**config.mk**
```make
export PLATFORM = sky130hd
export DESIGN_NAME = dff_bank_write_arbiter
export DESIGN_NICKNAME = d
export VERILOG_FILES = /design/src/rtl/dff_bank_write_arbiter.sv
export SDC_FILE = /design/constraint.sdc
export NUM_CORES = 1
export LEC_CHECK = 0
export ABC_CLOCK_PERIOD_IN_PS = 2800
export CORE_MARGIN = 3
export CORE_UTILIZATION = 36
export DETAILED_ROUTE_END_ITERATION = 10
export PLACE_DENSITY = 0.81
export SETUP_SLACK_MARGIN = 0.4
export SLEW_MARGIN = 20
export SYNTH_ARGS = -nofsm -noshare
export SYNTH_HDL_FRONTEND = slang
export SYNTH_SLANG_ARGS = --single-unit
```
**constraint.sdc**
```tcl
create_clock -name CLK -period 2.8 [get_ports CLK]
set_input_delay 0.56 -clock CLK [delete_from_list [all_inputs] [get_ports CLK]]
set_output_delay 0.56 -clock CLK [all_outputs]
set_load 0.02 [all_outputs]
```
**src/rtl/dff_bank_write_arbiter.sv**
```systemverilog
// dff_bank_write_arbiter
// Round-robin write arbiter plus sequential bulk-clear for a bank of
// NUM_ENTRY enabled flop registers. One write per cycle reaches the bank
// through a one-hot entry enable and a shared data bus.
// Optional build macro: DFFARB_REG_OUT_EN registers bank_en/bank_d (one
// extra cycle of latency to the bank); when undefined they are combinational.
module dff_bank_write_arbiter #(
    parameter int NUM_REQ   = 4,
    parameter int NUM_ENTRY = 8,
    parameter int WIDTH     = 32,
    localparam int ADDR_W   = $clog2(NUM_ENTRY)
) (
    input  logic                      CLK,
    input  logic                      RSTN,
    input  logic [NUM_REQ-1:0]        req_valid,
    output logic [NUM_REQ-1:0]        req_ready,
    input  logic [NUM_REQ*ADDR_W-1:0] req_addr,
    input  logic [NUM_REQ*WIDTH-1:0]  req_data,
    input  logic                      clr_start,
    input  logic [WIDTH-1:0]          clr_data,
    output logic                      clr_busy,
    output logic                      clr_done,
    output logic [NUM_ENTRY-1:0]      bank_en,
    output logic [WIDTH-1:0]          bank_d
);

    localparam int PTR_W = $clog2(NUM_REQ);
    localparam logic [ADDR_W-1:0] LAST_ENTRY = ADDR_W'(NUM_ENTRY - 1);
    localparam logic [PTR_W-1:0]  LAST_REQ   = PTR_W'(NUM_REQ - 1);

    typedef enum logic {
        IDLE,
        CLEAR
    } state_t;

    state_t               state_q;
    state_t               state_d;
    logic [PTR_W-1:0]     rr_ptr;
    logic [ADDR_W-1:0]    clr_cnt;
    logic [WIDTH-1:0]     clr_val;
    logic                 clr_done_q;

    logic                 grant_vld;
    logic [PTR_W-1:0]     grant_idx;
    logic [NUM_REQ-1:0]   ready_vec;
    logic [ADDR_W-1:0]    grant_addr;
    logic [WIDTH-1:0]     grant_data;
    logic [NUM_ENTRY-1:0] wr_en;
    logic [WIDTH-1:0]     wr_d;

    // Round-robin search from rr_ptr upward; blocked entirely while clearing
    // or when a clear is being started this cycle.
    always_comb begin
        int               idx;
        logic [PTR_W-1:0] cand;
        grant_vld = 1'b0;
        grant_idx = '0;
        ready_vec = '0;
        idx       = 0;
        cand      = '0;
        if (state_q == IDLE && !clr_start) begin
            for (int k = 0; k < NUM_REQ; k++) begin
                idx = int'(rr_ptr) + k;
                if (idx >= NUM_REQ) begin
                    idx = idx - NUM_REQ;
                end
                cand = PTR_W'(idx);
                if (!grant_vld && req_valid[cand]) begin
                    grant_vld = 1'b1;
                    grant_idx = cand;
                end
            end
            if (grant_vld) begin
                ready_vec[grant_idx] = 1'b1;
            end
        end
    end

    assign grant_addr = req_addr[grant_idx*ADDR_W +: ADDR_W];
    assign grant_data = req_data[grant_idx*WIDTH +: WIDTH];
    assign req_ready  = ready_vec;
    assign clr_busy   = (state_q == CLEAR);
    assign clr_done   = clr_done_q;

    // Bank write selection: clear step wins, otherwise the granted request;
    // an out-of-range address matches no entry so the write is dropped.
    always_comb begin
        wr_en = '0;
        wr_d  = '0;
        if (state_q == CLEAR) begin
            for (int e = 0; e < NUM_ENTRY; e++) begin
                wr_en[e] = (clr_cnt == ADDR_W'(e));
            end
            wr_d = clr_val;
        end else if (grant_vld) begin
            for (int e = 0; e < NUM_ENTRY; e++) begin
                wr_en[e] = (grant_addr == ADDR_W'(e));
            end
            wr_d = grant_data;
        end
    end

    // Next-state logic for the IDLE/CLEAR sequencer.
    always_comb begin
        state_d = state_q;
        case (state_q)
            IDLE: begin
                if (clr_start) begin
                    state_d = CLEAR;
                end
            end
            CLEAR: begin
                if (clr_cnt == LAST_ENTRY) begin
                    state_d = IDLE;
                end
            end
            default: state_d = IDLE;
        endcase
    end

    // State, round-robin pointer, clear counter/value and done pulse.
    always_ff @(posedge CLK or negedge RSTN) begin
        if (!RSTN) begin
            state_q    <= IDLE;
            rr_ptr     <= '0;
            clr_cnt    <= '0;
            clr_val    <= '0;
            clr_done_q <= 1'b0;
        end else begin
            state_q <= state_d;
            if (grant_vld) begin
                rr_ptr <= (grant_idx == LAST_REQ) ? '0 : grant_idx + 1'b1;
            end
            if (state_q == IDLE && clr_start) begin
                clr_val <= clr_data;
                clr_cnt <= '0;
            end else if (state_q == CLEAR) begin
                clr_cnt <= (clr_cnt == LAST_ENTRY) ? '0 : clr_cnt + 1'b1;
            end
            clr_done_q <= (state_q == CLEAR) && (clr_cnt == LAST_ENTRY);
        end
    end

`ifdef DFFARB_REG_OUT_EN
    logic [NUM_ENTRY-1:0] bank_en_q;
    logic [WIDTH-1:0]     bank_d_q;

    // Registered bank outputs; clr_done then coincides with the last
    // registered clear write appearing on bank_en.
    always_ff @(posedge CLK or negedge RSTN) begin
        if (!RSTN) begin
            bank_en_q <= '0;
            bank_d_q  <= '0;
        end else begin
            bank_en_q <= wr_en;
            bank_d_q  <= wr_d;
        end
    end

    assign bank_en = bank_en_q;
    assign bank_d  = bank_d_q;
`else
    assign bank_en = wr_en;
    assign bank_d  = wr_d;
`endif

`ifndef SYNTHESIS
    // Sanity checks on the one-hot outputs and the handshake.
    always @(posedge CLK) begin
        if (RSTN) begin
            assert ($onehot0(bank_en));
            assert ($onehot0(req_ready));
            assert ((req_ready & ~req_valid) == '0);
        end
    end
`endif

endmodule
```
**Word-level counts from Yosys, hierarchy flattened**

Cells that the tools add are included.

- $add $sub $neg: 9
- Equal/unequal tests: 15
- Multipliers: 1
- Divide/modulo/power cells: 0
- Muxes and demuxes: 46
- Bitwise operators: 1
- $lt $le $gt $ge: 10
- Shift-type cells: 2
- Reduce and logical (&&, ||, !) cells: 14

Operators by type and width:

| operator | count |
|---|---|
| indexed part select 128 x 8 -> 32 bit | 1 |
| two-way mux 32 bit | 2 |
| two-way mux 2 bit | 15 |
| == test 3 bit, second input constant | 8 |
| two-way mux 1 bit | 16 |
| two-way mux 8 bit | 2 |
| < comparator 2 x 3 -> 1 bit, second input constant | 5 |
| == test 3 x 2 -> 1 bit, second input constant | 4 |
| indexed part select 12 x 5 -> 3 bit | 1 |
| >= comparator 3 bit, second input constant | 3 |
| two-way mux 3 bit | 3 |
| binary-select mux 1 bit (select 2 bit) | 4 |
| two-way mux 4 bit | 2 |
| subtractor 2 x 1 -> 2 bit, second input constant | 4 |
| logical AND 1 bit | 7 |
| adder 2 x 2 -> 3 bit, second input constant | 2 |
| == test 3 x 1 -> 1 bit, second input constant | 2 |
| zero test 3 bit | 2 |
| zero test 1 bit | 4 |
| multiplier 2 x 2 -> 4 bit, second input constant | 1 |
| adder 2 x 1 -> 3 bit, second input constant | 1 |
| adder 3 x 1 -> 3 bit, second input constant | 1 |
| >= comparator 2 x 3 -> 1 bit, second input constant | 1 |
| adder 2 x 1 -> 2 bit, second input constant | 1 |
| 6 further kinds | 6 |

- RAM bits: 0
- Memories: 0
- Latch bits: 0
- Output and inout port bits: 46
- Register bits after elaboration: 39
- Bits in read-only memories: 0

**Logic depth before layout (Yosys ltp)**

- Word-level depth: 25
- Depth in mapped cells: 9
- Gate-level depth less buffers: 6

**Worst setup path after synthesis**

No wires, ideal clock.

- Path kind: input-to-output
- Start: in req_valid[2]
- End: out bank_en[1]
- Stages: 6
- Buffers on the path: 1
- Setup slack: -0.079 ns
- Required time: 2.240 ns
- Arrival: 2.319 ns
- Path through: nor4_1 -> nand2b_1 -> clkbuf_1 -> o21ai_1 -> a32o_1 -> o31ai_1

- Cells in the longest elaborated chain, start to end: 22

Ends and longest elaborated chain:

| element | RTL line | RTL |
|---|---|---|
| from (decl) | 15 | `input logic [NUM_REQ-1:0] req_valid,` |
| binary-select mux 1 bit (select 2 bit) | 68 | `if (!grant_vld && req_valid[cand]) begin` |
| two-way mux 1 bit (implied by the code) | 68 |  |
| two-way mux 1 bit | 68 |  |
| two-way mux 1 bit | 61 | `if (state_q == IDLE && !clr_start) begin` |
| zero test 1 bit | 68 |  |
| logical AND 1 bit | 68 |  |
| two-way mux 1 bit | 68 |  |
| two-way mux 1 bit | 61 |  |
| [... 5 more ...] | -- |  |
| logical AND 1 bit | 68 |  |
| two-way mux 2 bit | 68 |  |
| two-way mux 2 bit (2 in a row) | 61 |  |
| multiplier 2 x 2 -> 4 bit | 79 | `assign grant_addr = req_addr[grant_idx*ADDR_W +: ADDR_W];` |
| indexed part select 12 x 5 -> 3 bit | 79 |  |
| == test 3 x 1 -> 1 bit | 97 | `wr_en[e] = (grant_addr == ADDR_W'(e));` |
| two-way mux 8 bit (*) | 95 | `end else if (grant_vld) begin` |
| two-way mux 8 bit (*) | 90 | `if (state_q == CLEAR) begin` |
| to (decl) | 23 | `output logic [NUM_ENTRY-1:0] bank_en,` |

Mark *: on every way between the ends. The rest lies on a longest branch, timed or not. The select of a mux whose other input is x is not followed.

**Final worst setup path**

- Start: reg rr_ptr[1]
- End: out bank_en[1]

- Cells in the longest elaborated chain, start to end: 25

Ends and longest elaborated chain:

| element | RTL line | RTL |
|---|---|---|
| from (decl) | 38 | `logic [PTR_W-1:0] rr_ptr;` |
| from (signal assigned) | 132 | `rr_ptr <= (grant_idx == LAST_REQ) ? '0 : grant_idx + 1'b1;` |
| >= comparator 2 x 3 -> 1 bit or subtractor 2 x 1 -> 2 bit (tied branches) | 64, 65 |  |
| two-way mux 2 bit | 64 | `if (idx >= NUM_REQ) begin` |
| two-way mux 2 bit | 61 |  |
| binary-select mux 1 bit (select 2 bit) | 68 |  |
| two-way mux 1 bit (implied by the code) | 68 |  |
| two-way mux 1 bit | 68 |  |
| two-way mux 1 bit | 61 |  |
| zero test 1 bit | 68 |  |
| [... 8 more ...] | -- |  |
| logical AND 1 bit | 68 |  |
| two-way mux 2 bit | 68 |  |
| two-way mux 2 bit (2 in a row) | 61 |  |
| multiplier 2 x 2 -> 4 bit | 79 |  |
| indexed part select 12 x 5 -> 3 bit | 79 |  |
| == test 3 x 1 -> 1 bit | 97 |  |
| two-way mux 8 bit (*) | 95 |  |
| two-way mux 8 bit (*) | 90 |  |

Marked as above.

==> run_results.csv <==
group,metric,value,unit
routing,vias_per_cell,5.42,
critical_path,worst_setup_path_start_kind,"flip-flop",
synthesis,synthAdderAreaFrac,0.0228,
synthesis,synthArstFlopShare,1.00,
floorplanning,coreArea,0.00881,mm^2
clock_tree,ctsHoldBuffers,0,
place,io_buffers,224,
synthesis,yosys_warnings,0,
routing,m1WireLength,5010,um
grt,antenna_found_initial,0,
critical_path,cp_max_fo,4,
timing,worst_slew_pin_slew,0.863,ns
grt,grt_pass1_vias,4218,
floorplanning,start_util,0.373,
synthesis,ys_seq_elements,39,
status,violations,"setup timing",
pwr,p_leak,2.91,nW
routing,drtIter0Drc,100,
synthesis,synth_simple_gate_area_share,0.137,
place,dpl-instance-area,0.00599,mm^2
status,status,"finished, violations left",
routing,wl,14200,um
timing,final.setup_skew,0.00728,ns
finish,antenna_cells,0,
critical_path,cpMaxStageDelayCell,"dfrtp_1",
floorplanning,num_io_pins,225,
timing,hold_viol_final,0,
critical_path,crit_buf_inv,4,
finish,syn_to_final_growth,104,%
timing,min_period_over_period,1.08,
clock_tree,cts_buffers,5,
place,post-place-ws,-1.24,ns
pwr,power_density,855,mW/mm^2
synthesis,synthFlopType,"dfrtp_1",
timing,rsz0062_at_grt,"true",
clock_tree,clk_latency,0.29,ns
place,place.gp.congestion,0.857,
routing,wl_per_cell,19.9,um
min_path,min_path_type,"primary input to async pin",
clock_tree,clock_sinks,39,
synthesis,synth_cell_type_count,42,
routing,top_layer,"met4",
critical_path,cpMostUsedCell,"buf_4",
routing,vias,3852,
synthesis,synth_cells,342,
clock_tree,cts_buffer_depth,2,
timing,slew_violations,0,
floorplanning,die_x,102,um
timing,setup_slack,-0.232,ns
clock_tree,clockRootBuffer,"clkbuf_8",
floorplanning,die-area,0.0103,mm^2
grt,grt_max_degree,42,
timing,setup_violations,40,
routing,wl_met3,950,um
critical_path,timing.rr.start,"rr_ptr[1]$_DFFE_PN0P_",
routing,firstDrtPassIters,4,
flow_run,maxCapViolCount,0,
grt,globalRoute.totalOverflow,0,
floorplanning,rows,34,
pwr,finalPower,5.74,mW
clock_tree,cts_tree,"done",
finish,layout-drive-gt1-share,0.347,
floorplanning,die_h,102,um
routing,drt_drc_violations_left,0,
synthesis,synth_xor_area_frac,0.00266,
synthesis,syn_area,0.00329,mm^2
critical_path,r2r_slack,0.96,ns
synthesis,seq_area_frac_synth,0.297,
clock_tree,path_clk_slew,0.07,ns
grt,grt_pass1_wl,21100,um
critical_path,worst_r2r_endpoint,"rr_ptr[1]$_DFFE_PN0P_",
finish,fin_area,0.00671,mm^2
critical_path,path_cells,"mux2i_1, nor2_2, buf_4, nor3_1, buf_4, a211oi_4, buf_4, o21ai_4, o31ai_4, buf_6",
pwr,worst_ir_drop_vdd,0.000458,V
finish,nNetsFinal,788,
timing,slew_headroom,0.425,
critical_path,worstPathArrival,2.47,ns
synthesis,synth_compound_area_frac,0.167,
critical_path,crit_type,"flip-flop to primary output",
critical_path,crit_family,"buffers and inverters",
clock_tree,htree_levels,2,
critical_path,cp.required,2.24,ns
synthesis,syn_nets,527,
critical_path,cpPeakStageDelay,0.42,ns
timing,fin_crit,3.03,ns
timing,fmax,330,MHz
grt,grt.total_usage,0.263,
synthesis,synth_top_family_by_area,"multiplexers",
synthesis,synthMuxAreaShare,0.307,
routing,wl_met2,7710,um
synthesis,synth_edf_count,0,
place,hpwl,10200,um
critical_path,worst_setup_path_end_kind,"primary output",
routing,ant_nets,0,
synthesis,syn_area_per_cell,9.61,um^2
critical_path,r2r_cells,8,
timing,fin_hold_ws,0.378,ns
## cell families (layout without fill, tap and decap cells)
kind of cell / count (synthesis) / in the layout
flops: 39 / 39
compound gates: 61 / 61
buf+inv: 33 / 293
xor+xnor: 1 / 1
simple gates: 105 / 106
mux: 97 / 97
fa+ha+maj: 6 / 6
## layout by cell type (no fill, tap or decap), types with 4 or more instances in the layout
master	n
clkdlybuf4s50_1	174
nand2_1	74
mux2i_1	59
buf_6	54
dfrtp_1	39
a32o_2	36
buf_4	31
mux2_1	16
mux2_2	16
buf_12	9
ha_1	6
clkbuf_8	6
inv_1	5
o21ai_4	5
mux2i_2	5
buf_16	5
buf_2	5
nor2_1	4
## worst max path at each step
stage	startpoint	endpoint	slack, ns	cells past startpoint
CTS	clr_busy$_DFF_PN0_	bank_d[10]	-0.16	10
global route	rr_ptr[1]$_DFFE_PN0P_	bank_en[6]	-0.27	9
floorplan	req_valid[2]	bank_en[3]	0.22	7
finish	rr_ptr[1]$_DFFE_PN0P_	bank_en[1]	-0.23	10
global placement	req_valid[2]	bank_d[10]	-1.18	9
detailed placement	req_valid[2]	bank_d[10]	-1.24	9
## per-stage QoR
stage                util  setup TNS (ns)  std cells
floorplan               -               0        342
global placement    0.680          -47.60        677
detailed placement  0.680          -49.38        677
CTS                 0.746           -5.10        708
global route        0.762           -9.34        711
finish              0.762           -6.45        711
## worst register-to-register path, stage by stage, from the launching register on
cell	delay, ns
dfrtp_1	0.41
mux2i_1	0.25
nor2_2	0.12
or3_4	0.40
buf_6	0.14
buf_6	0.10
buf_6	0.11
xnor2_1	0.14
o21ai_1	0.07
## routing by layer
layer / vias to the layer above / GRT usage
met5: - / 0
met2: 179 / 0.508
met1: 1838 / 0.280
met3: 41 / 0.0517
li1: 1794 / -
met4: 0 / 0.0982
## state kept, by name, indices dropped and copies added, names as in the netlist
name,cells
clr_val,32
rr_ptr,2
clr_done,1
clr_busy,1
clr_cnt,3
## layout make-up
| class | instances | area, um^2 |
|---|---|---|
| repair buffers | 281 | 2970 |
| multi-input cells | 271 | 2520 |
| fillers | 617 | 2090 |
| flip-flops and latches | 39 | 976 |
| well taps | 108 | 135 |
| clock buffers | 6 | 82.6 |
| inverters | 5 | 18.8 |
| clock inverters | 1 | 5.00 |
## timing repair
action,in CTS,in global routing
cloned,5,0
pin swaps,34,21
buffers inserted,19,3
gates resized for setup,316,35
setup endpoints to repair,44,44
hold endpoints to repair,0,0
## cell usage after synthesis, types with 3 or more instances
cell type,instances,share of area
mux2_1,16,0.055
nor3_1,4,0.0061
nor2_1,7,0.0080
mux2_2,16,0.055
nor2b_1,3,0.0057
clkbuf_1,10,0.011
dfrtp_1,39,0.30
o21ai_1,3,0.0046
a21oi_1,3,0.0046
buf_12,3,0.018
buf_1,5,0.0057
inv_1,5,0.0057
mux2i_1,65,0.20
a32o_1,36,0.11
ha_1,6,0.023
buf_4,6,0.014
o31ai_1,4,0.0091
nand2_1,77,0.088
## report_power, final
| part | total (mW) | switching, mW | leakage (nW) | internal (mW) |
|---|---|---|---|---|
| logic | 4.31 | 1.98 | 2.39 | 2.33 |
| clock network | 0.388 | 0.195 | 0.0470 | 0.193 |
| registers | 1.04 | 0.188 | 0.466 | 0.849 |
| total | 5.74 | 2.36 | 2.91 | 3.38 |
No activity file was read; power rests on OpenSTA's default activity.
